**config.mk**
```make
export PLATFORM = sky130hd
export DESIGN_NAME = trackball_counter
export DESIGN_NICKNAME = d
export VERILOG_FILES = /design/src/rtl/trackball_pkg.sv /design/src/rtl/trackball_axis.sv /design/src/rtl/trackball_counter.sv
export SDC_FILE = /design/constraint.sdc
export NUM_CORES = 1
export LEC_CHECK = 0
export BUFFER_PORTS_ARGS = -buffer_cell sky130_fd_sc_hd__buf_2
export CAP_MARGIN = 10
export CORE_ASPECT_RATIO = 1.75
export CORE_MARGIN = 4
export CORE_UTILIZATION = 48
export CTS_BUF_LIST = sky130_fd_sc_hd__clkbuf_8
export DETAILED_ROUTE_END_ITERATION = 8
export HOLD_SLACK_MARGIN = 0.12
export PLACE_DENSITY = 0.71
export SYNTH_ARGS = -nofsm -noshare
export SYNTH_HDL_FRONTEND = slang
export SYNTH_SLANG_ARGS = --single-unit
```
**constraint.sdc**
```tcl
create_clock -name clk -period 1.6 [get_ports clk]
set_input_delay 0.08 -clock clk [delete_from_list [all_inputs] [get_ports clk]]
set_output_delay 0.08 -clock clk [all_outputs]
set_load 0.05 [all_outputs]
```
**src/rtl/trackball_pkg.sv**
```systemverilog
// Shared constants and types for the trackball step-counter receive path.
package trackball_pkg;

    localparam int CNT_W_DEF       = 4;
    localparam int SYNC_STAGES_DEF = 2;

    typedef struct packed {
        logic                 dir;
        logic [CNT_W_DEF-1:0] cnt;
    } tb_axis_t;

endpackage

```
**src/rtl/trackball_axis.sv**
```systemverilog
// One trackball axis: input synchronisers, armed rising-edge detect,
// wrapping up/down counter and the direction of the last counted step.
module trackball_axis
    import trackball_pkg::*;
#(
    parameter int CNT_W       = CNT_W_DEF,
    parameter int SYNC_STAGES = SYNC_STAGES_DEF
) (
    input  logic             clk,
    input  logic             reset,
    input  logic             step_clk,
    input  logic             step_dir,
    input  logic             armed,
    input  logic             edir,
    output logic             sync_dir,
    output logic [CNT_W-1:0] cnt,
    output logic             dir,
    output logic             step
);

    localparam logic [CNT_W-1:0] ONE = CNT_W'(1);

    logic [SYNC_STAGES-1:0] clk_sync_r;
    logic [SYNC_STAGES-1:0] dir_sync_r;
    logic                   prev_clk_r;
    logic                   edge_r;
    logic                   edge_dir_r;
    logic                   step_r;
    logic                   dir_r;
    logic [CNT_W-1:0]       cnt_r;
    logic                   edge_s;
    logic [CNT_W-1:0]       next_cnt_s;

    // Rising edge of the synchronised step clock, gated while disarmed.
    always_comb begin
        edge_s = armed & clk_sync_r[SYNC_STAGES-1] & ~prev_clk_r;
    end

    // Next count value for a detected step; wraps modulo 2^CNT_W.
    always_comb begin
        next_cnt_s = cnt_r;
        if (edge_dir_r) begin
            next_cnt_s = cnt_r + ONE;
        end else begin
            next_cnt_s = cnt_r - ONE;
        end
    end

    // Synchroniser chains and previous-level tracking (tracks even when disarmed).
    always_ff @(posedge clk or posedge reset) begin
        if (reset) begin
            clk_sync_r <= '0;
            dir_sync_r <= '0;
            prev_clk_r <= 1'b0;
        end else begin
            clk_sync_r <= {clk_sync_r[SYNC_STAGES-2:0], step_clk};
            dir_sync_r <= {dir_sync_r[SYNC_STAGES-2:0], step_dir};
            prev_clk_r <= clk_sync_r[SYNC_STAGES-1];
        end
    end

    // Edge capture with its effective direction, then counter/dir/pulse update.
    always_ff @(posedge clk or posedge reset) begin
        if (reset) begin
            edge_r     <= 1'b0;
            edge_dir_r <= 1'b0;
            step_r     <= 1'b0;
            dir_r      <= 1'b0;
            cnt_r      <= '0;
        end else begin
            edge_r     <= edge_s;
            edge_dir_r <= edir;
            step_r     <= edge_r;
            if (edge_r) begin
                cnt_r <= next_cnt_s;
                dir_r <= edge_dir_r;
            end
        end
    end

    assign sync_dir = dir_sync_r[SYNC_STAGES-1];
    assign cnt      = cnt_r;
    assign dir      = dir_r;
    assign step     = step_r;

endmodule

```
**src/rtl/trackball_counter.sv**
```systemverilog
// Trackball receive decoder: two axis counters, post-reset arming window,
// cocktail flip and a CPU-read snapshot that only changes on rd_strobe.
module trackball_counter
    import trackball_pkg::*;
#(
    parameter int CNT_W       = CNT_W_DEF,
    parameter int SYNC_STAGES = SYNC_STAGES_DEF
) (
    input  logic             clk,
    input  logic             reset,
    input  logic             h_clk,
    input  logic             h_dir,
    input  logic             v_clk,
    input  logic             v_dir,
    input  logic             flip,
    input  logic             rd_strobe,
    output logic [CNT_W-1:0] h_cnt_o,
    output logic             h_dir_o,
    output logic [CNT_W-1:0] v_cnt_o,
    output logic             v_dir_o,
    output logic [1:0]       step_o
);

    localparam int               ARM_W    = $clog2(SYNC_STAGES + 2);
    localparam logic [ARM_W-1:0] ARM_DONE = ARM_W'(SYNC_STAGES + 1);
    localparam logic [ARM_W-1:0] ARM_ONE  = ARM_W'(1);

    logic [ARM_W-1:0] arm_cnt_r;
    logic             armed_s;
    logic             h_sync_dir_s, v_sync_dir_s;
    logic             h_edir_s, v_edir_s;
    logic [CNT_W-1:0] h_live_cnt_s, v_live_cnt_s;
    logic             h_live_dir_s, v_live_dir_s;
    logic             h_step_s, v_step_s;
    logic [CNT_W-1:0] h_cnt_r, v_cnt_r;
    logic             h_dir_r, v_dir_r;

    // Arming status and flip-adjusted directions for both axes.
    always_comb begin
        armed_s  = (arm_cnt_r == ARM_DONE);
        h_edir_s = h_sync_dir_s ^ flip;
        v_edir_s = v_sync_dir_s ^ flip;
    end

    // Arm counter: saturates once the synchronisers hold post-reset levels.
    always_ff @(posedge clk or posedge reset) begin
        if (reset) begin
            arm_cnt_r <= '0;
        end else if (!armed_s) begin
            arm_cnt_r <= arm_cnt_r + ARM_ONE;
        end
    end

    trackball_axis #(.CNT_W(CNT_W), .SYNC_STAGES(SYNC_STAGES)) u_h_axis (
        .clk      (clk),
        .reset    (reset),
        .step_clk (h_clk),
        .step_dir (h_dir),
        .armed    (armed_s),
        .edir     (h_edir_s),
        .sync_dir (h_sync_dir_s),
        .cnt      (h_live_cnt_s),
        .dir      (h_live_dir_s),
        .step     (h_step_s)
    );

    trackball_axis #(.CNT_W(CNT_W), .SYNC_STAGES(SYNC_STAGES)) u_v_axis (
        .clk      (clk),
        .reset    (reset),
        .step_clk (v_clk),
        .step_dir (v_dir),
        .armed    (armed_s),
        .edir     (v_edir_s),
        .sync_dir (v_sync_dir_s),
        .cnt      (v_live_cnt_s),
        .dir      (v_live_dir_s),
        .step     (v_step_s)
    );

    // Snapshot registers; a simultaneous step lands in the live count, not here.
    always_ff @(posedge clk or posedge reset) begin
        if (reset) begin
            h_cnt_r <= '0;
            h_dir_r <= 1'b0;
            v_cnt_r <= '0;
            v_dir_r <= 1'b0;
        end else if (rd_strobe) begin
            h_cnt_r <= h_live_cnt_s;
            h_dir_r <= h_live_dir_s;
            v_cnt_r <= v_live_cnt_s;
            v_dir_r <= v_live_dir_s;
        end
    end

    assign h_cnt_o = h_cnt_r;
    assign h_dir_o = h_dir_r;
    assign v_cnt_o = v_cnt_r;
    assign v_dir_o = v_dir_r;
    assign step_o  = {v_step_s, h_step_s};

endmodule
```
; ---- Word level (Yosys, flattened, before mapping)
; Cells that the tools add are included.
[op_classes]
mux = 2
addsub = 5
eq_ne = 1
n_bitwise = 8
[ops]
columns = op, count
row1 = "4-bit by 1-bit adder with 4-bit output, second input constant", 2
row2 = 4-bit 2-to-1 mux, 2
row3 = "4-bit by 1-bit subtractor with 4-bit output, second input constant", 2
row4 = 1-bit bitwise AND, 4
row5 = "2-bit by 1-bit adder with 2-bit output, second input constant", 1
row6 = "2-bit equality test, second input constant", 1
row7 = 1-bit inverter, 2
row8 = 1-bit XOR, 2
[totals]
elab_cells = 37
out_inout_bits = 12
in_bits = 8
regBits = 38

; ---- Depth between registers and ports, before layout
[logic_depth]
word_depth = 3
ltp_mapped = 5
mapped_depth_nobuf = 5

; ---- By module
; Synthesis repeated with hierarchy kept, for this count alone.
[unflattened]
cells_unflattened = 114
hier_area_um2 = 1611.5
[by_module_without_submodules]
columns = mod, cells_each, area_per_inst_um2, instances, seq_area_each_um2
row1 = trackball_axis, 41, 534.3, 2, 325.3
row2 = trackball_counter, 32, 543.0, 1, 300.3

; ---- Worst setup path after synthesis
; Ideal clock, no wire load.
[synth_timing]
path_kind = flip-flop to flip-flop
from = register u_v_axis.edge_dir_r
to = register u_v_axis.cnt_r[3] (netlist: u_v_axis.cnt[3])
synth_period_minus_slack_ns = 1.659
arrival_time_ns = 1.528
required_time_ns = 1.469
setup_ns = 0.131
n_path_buf = 0
path_slack_ns = -0.059
stages_incl_launch_ff = 6
cell_sequence = dfrtp_1 inv_1 ha_1 or4b_1 nand3_1 o211ai_1
[synth_between]
elab_chain_len = 1
[synth_rtl]
columns = item, line
row1 = "start, declared", trackball_axis.sv:27  ; logic edge_dir_r;
row2 = "start signal, assigned", trackball_axis.sv:72  ; edge_dir_r <= edir;
row3 = 4-bit 2-to-1 mux, trackball_axis.sv:42  ; if (edge_dir_r) begin
row4 = "end signal, assigned", trackball_axis.sv:75  ; cnt_r <= next_cnt_s;
row5 = "end, declared", trackball_axis.sv:30  ; logic [CNT_W-1:0] cnt_r;
; No other way between the ends.
; A chain may end at the register's enable or synchronous reset.

; ---- Final worst setup path
; Same ends and word-level chain as after synthesis.

==> out/results.tsv <==
stage	metric	value	unit
clock_tree	cts_made_buffers	5	
worst_setup_path	data_arrival_time_of_the_worst_path	1.70	ns
synth	postSynthRegisterBits	38	
placed_design	buffer_ports.inserted	19	
synth	synth_cell_type_count	21	
placed_design	postPlaceCellArea	0.00173	sq mm
routing	post-route-drc-count	0	
die	die_h	83.3	um
power_and_ir_drop	static-leakage-power	0.843	nW
synth	synth.area.mux_share	12.1	%
synth	synth-compound-area-share	4.34	%
sta	setup_viol_count_final	0	
clock_tree	cts.path.max_buffers	2	
worst_setup_path	critPathTopFamily	simple AND/OR/NAND/NOR gates	
synth	synth_cells	111	
die	initial_utilization	49.5	%
die	die_w	51.0	um
die	core	0.00314	sq mm
layout	areaGrowthSynthToFinish	22.5	%
worst_setup_path	delay_of_the_slowest_cell_on_the_worst_path	0.51	ns
sta	hold-worst-slack	0.242	ns
synth	synth_top_family_by_area	multiplexers	
sta	slew_headroom	69.7	%
synth	yosys.area_share.adder	6.60	%
synth	post_synth_and_or_nand_nor_area_fraction	7.88	%
synth	yosys_warnings	0	
sta	worst-slew-pin-transition	0.455	ns
worst_setup_path	critPathSlowestCell	sky130_fd_sc_hd__or4b_1	
die	ioPinCount	20	
clock_tree	clock_insertion_delay_worst_skew	0.29	ns
worst_setup_path	end_kind	register	
grt	grt_start_max_net_pins	39	
synth	synth-seq-area-share	61.1	%
hold_path	min-delay-start	rd_strobe	
grt	grt_use_total	14.4	%
die	die-area	0.00425	sq mm
synth	synthesis.nets	126	
sta	final_period_minus_worst_setup_slack	1.54	ns
clock_tree	cts.sinks	38	
routing	routed_wirelength	2660	um
layout	antenna-diode-count	0	
sta	setup-tns-final	0	ns
synth	synth.cell_area	0.00156	sq mm
sta	fmax	651	MHz
placed_design	place.gp.congestion	0.820	
sta	fin_skew	0.00829	ns
power_and_ir_drop	vdd.ir_drop.worst	1.06	mV
worst_setup_path	biggest_fanout_along_the_worst_timing_path	5	
job	drv.max_cap_violation_count	0	
worst_setup_path	worst-path-buf-inv	1	
routing	postRouteAntennaNets	0	
worst_setup_path	timing.rr.start	u_v_axis.edge_dir_r	
hold_path	hold_crit_path_type	primary input to register	
worst_setup_path	critPathLaunchType	register	
grt	initial_antenna_violation_count	0	
sta	slew_viol_final	0	
sta	unrepaired_setup_endpoints_after_global_routing	false	
grt	wire_length_of_the_first_global_routing_pass	4530	um
grt	first_global_vias	1006	
synth	syn_area_per_cell	14.0	sq um
power_and_ir_drop	power.density	1770	mW/mm^2
routing	num_vias	953	
die	core_rows	27	
placed_design	dp_hpwl	1970	um
clock_tree	cts_tree	built	
synth	post_synth_xor_xnor_area	3.94	%
routing	drt_first_pass_iters	4	
layout	layout.cell_area.non_filler	0.00191	sq mm
grt	overflow	0	
sta	finalHoldViolCount	0	
layout	finalNetCount	160	
worst_setup_path	worst_setup_path_startpoint	u_v_axis.edge_dir_r	
routing	post_drt_via_cell_ratio	5.04	
routing	route.detailed.wl_per_inst	14.1	um
worst_setup_path	timing.setup.critical_path_class	register to register	
clock_tree	clkTransAtPathRegs	0.08	ns
sta	final_min_period_over_clock_period	96.0	%
layout	fraction_of_layout_cells_with_a_size_suffix_above_1	37.7	%
worst_setup_path	timing.critical_path.cells	inv_2 > ha_4 > or4b_1 > nand3_1 > o211ai_1	
run_status	run_status	completed	
clock_tree	cts.htree.levels	2	
routing	drtIter0Drc	8	
worst_setup_path	crit_required	1.77	ns
clock_tree	cts-root-buf	sky130_fd_sc_hd__clkbuf_8	
## layout by cell type, fill, tap and decap left out, drive strengths merged
cell | Yosys | final
nor2 | 5 | 5
o211ai | 2 | 2
nand3 | 9 | 9
or3b | 2 | 2
dlygate4sd3 | 0 | 6
mux2i | 2 | 2
ha | 5 | 5
clkinv | 0 | 2
dfrtp | 38 | 38
nand2 | 2 | 2
a21oi | 6 | 6
nand4 | 1 | 1
xnor2 | 3 | 3
buf | 5 | 26
mux2 | 15 | 15
or4b | 2 | 2
clkbuf | 0 | 5
fa | 2 | 2
clkinvlp | 0 | 1
xor2 | 4 | 4
nor3b | 1 | 1
inv | 5 | 5
a2111o | 2 | 2
## through the flow
step / cells / total power [mW] / worst slack, ns / utilization, %
floorplan: 111 / 2.38 / 0.0449 / -
global placement: 174 / 2.64 / 0.0887 / 55.1
detailed placement: 174 / 2.72 / 0.0400 / 55.1
CTS: 188 / 3.37 / 0.0203 / 59.9
global route: 189 / 3.56 / 0.0157 / 60.7
finish: 189 / 3.37 / 0.0647 / 60.7
## kinds of logic after synthesis
| kind of cell | after synthesis |
|---|---|
| buffers and inverters | 10 |
| xor gates and xnor gates | 7 |
| and+or+nand+nor | 22 |
| adders and majority gates | 7 |
| muxes | 17 |
| DFF | 38 |
| AOI/OAI and AO/OA | 10 |
## path summary, 6_finish.rpt
check	end	slack, ns	cells past startpoint
min in group asynchronous	u_v_axis.dir	0.45	4
worst min register to register	u_h_axis.dir_sync_r[1]	0.35	0
worst max-delay path	u_v_axis.cnt[3]	0.06	5
max in group asynchronous	h_cnt_o[2]	0.83	4
worst max register to register	u_v_axis.cnt[3]	0.06	5
worst min-delay path	h_cnt_o[0]	0.24	2
## power by group
part | internal [mW] | switching (mW)
logic | 0.519 | 0.783
clock network | 0.306 | 0.337
registers | 1.21 | 0.219
## layer usage
layer / track usage [%] / part of all wire (%) / vias to the layer above / routed length [um]
met5: 0 / 0 / - / 0
met4: 6.86 / 2.0 / 0 / 54
met3: 4.85 / 4.2 / 5 / 111
met2: 25.7 / 58 / 19 / 1550
met1: 14.3 / 36 / 479 / 947
li1: - / - / 450 / -
## sequential cells by signal, summed over array words and instances, names as in the netlist
signal	count
u_v_axis.clk_sync_r	2
u_h_axis.edge_dir_r	1
u_h_axis.clk_sync_r	2
u_v_axis.edge_dir_r	1
u_v_axis.dir_sync_r	2
u_v_axis.step	1
h_cnt_o	4
u_v_axis.edge_r	1
u_v_axis.dir	1
u_h_axis.step	1
u_h_axis.dir_sync_r	2
u_h_axis.prev_clk_r	1
v_dir_o	1
u_h_axis.edge_r	1
u_h_axis.dir	1
arm_cnt_r	2
u_v_axis.cnt	4
h_dir_o	1
v_cnt_o	4
u_h_axis.cnt	4
u_v_axis.prev_clk_r	1
## final cells by class
class / instances / area (sq um)
clock buffer: 5 / 68.8
clock inverter: 3 / 21.3
fill: 260 / 1240
inverter: 5 / 18.8
multi-input combinational: 63 / 584
sequential: 38 / 951
tap: 43 / 53.8
timing repair buffer: 32 / 208
## timing repair
item	in CTS	in global routing
endpoints found under the hold margin	44	0
hold buffers	6	0
setup buffers	0	1
gates resized for setup	0	3
endpoints found under the setup margin	0	2
## Yosys cell counts (all sizes together)
library cell / count / area, sq um
mux2: 15 / 169
dfrtp: 38 / 951
or4b: 2 / 20.0
ha: 5 / 62.6
o211ai: 2 / 15.0
nand4: 1 / 6.26
fa: 2 / 40.0
buf: 5 / 42.5
nand2: 2 / 7.51
mux2i: 2 / 20.0
xnor2: 3 / 26.3
nor3b: 1 / 7.51
inv: 5 / 18.8
nor2: 5 / 18.8
a2111o: 2 / 22.5
nand3: 9 / 45.0
or3b: 2 / 17.5
xor2: 4 / 35.0
a21oi: 6 / 30.0
## worst reg2reg max path, stage by stage, from the launching register on
cell and delay [ns]:
sky130_fd_sc_hd__dfrtp_1 0.40, sky130_fd_sc_hd__inv_2 0.11, sky130_fd_sc_hd__ha_4 0.23, sky130_fd_sc_hd__or4b_1 0.51, sky130_fd_sc_hd__nand3_1 0.10, sky130_fd_sc_hd__o211ai_1 0.08
(Power assumes the default switching activity.)
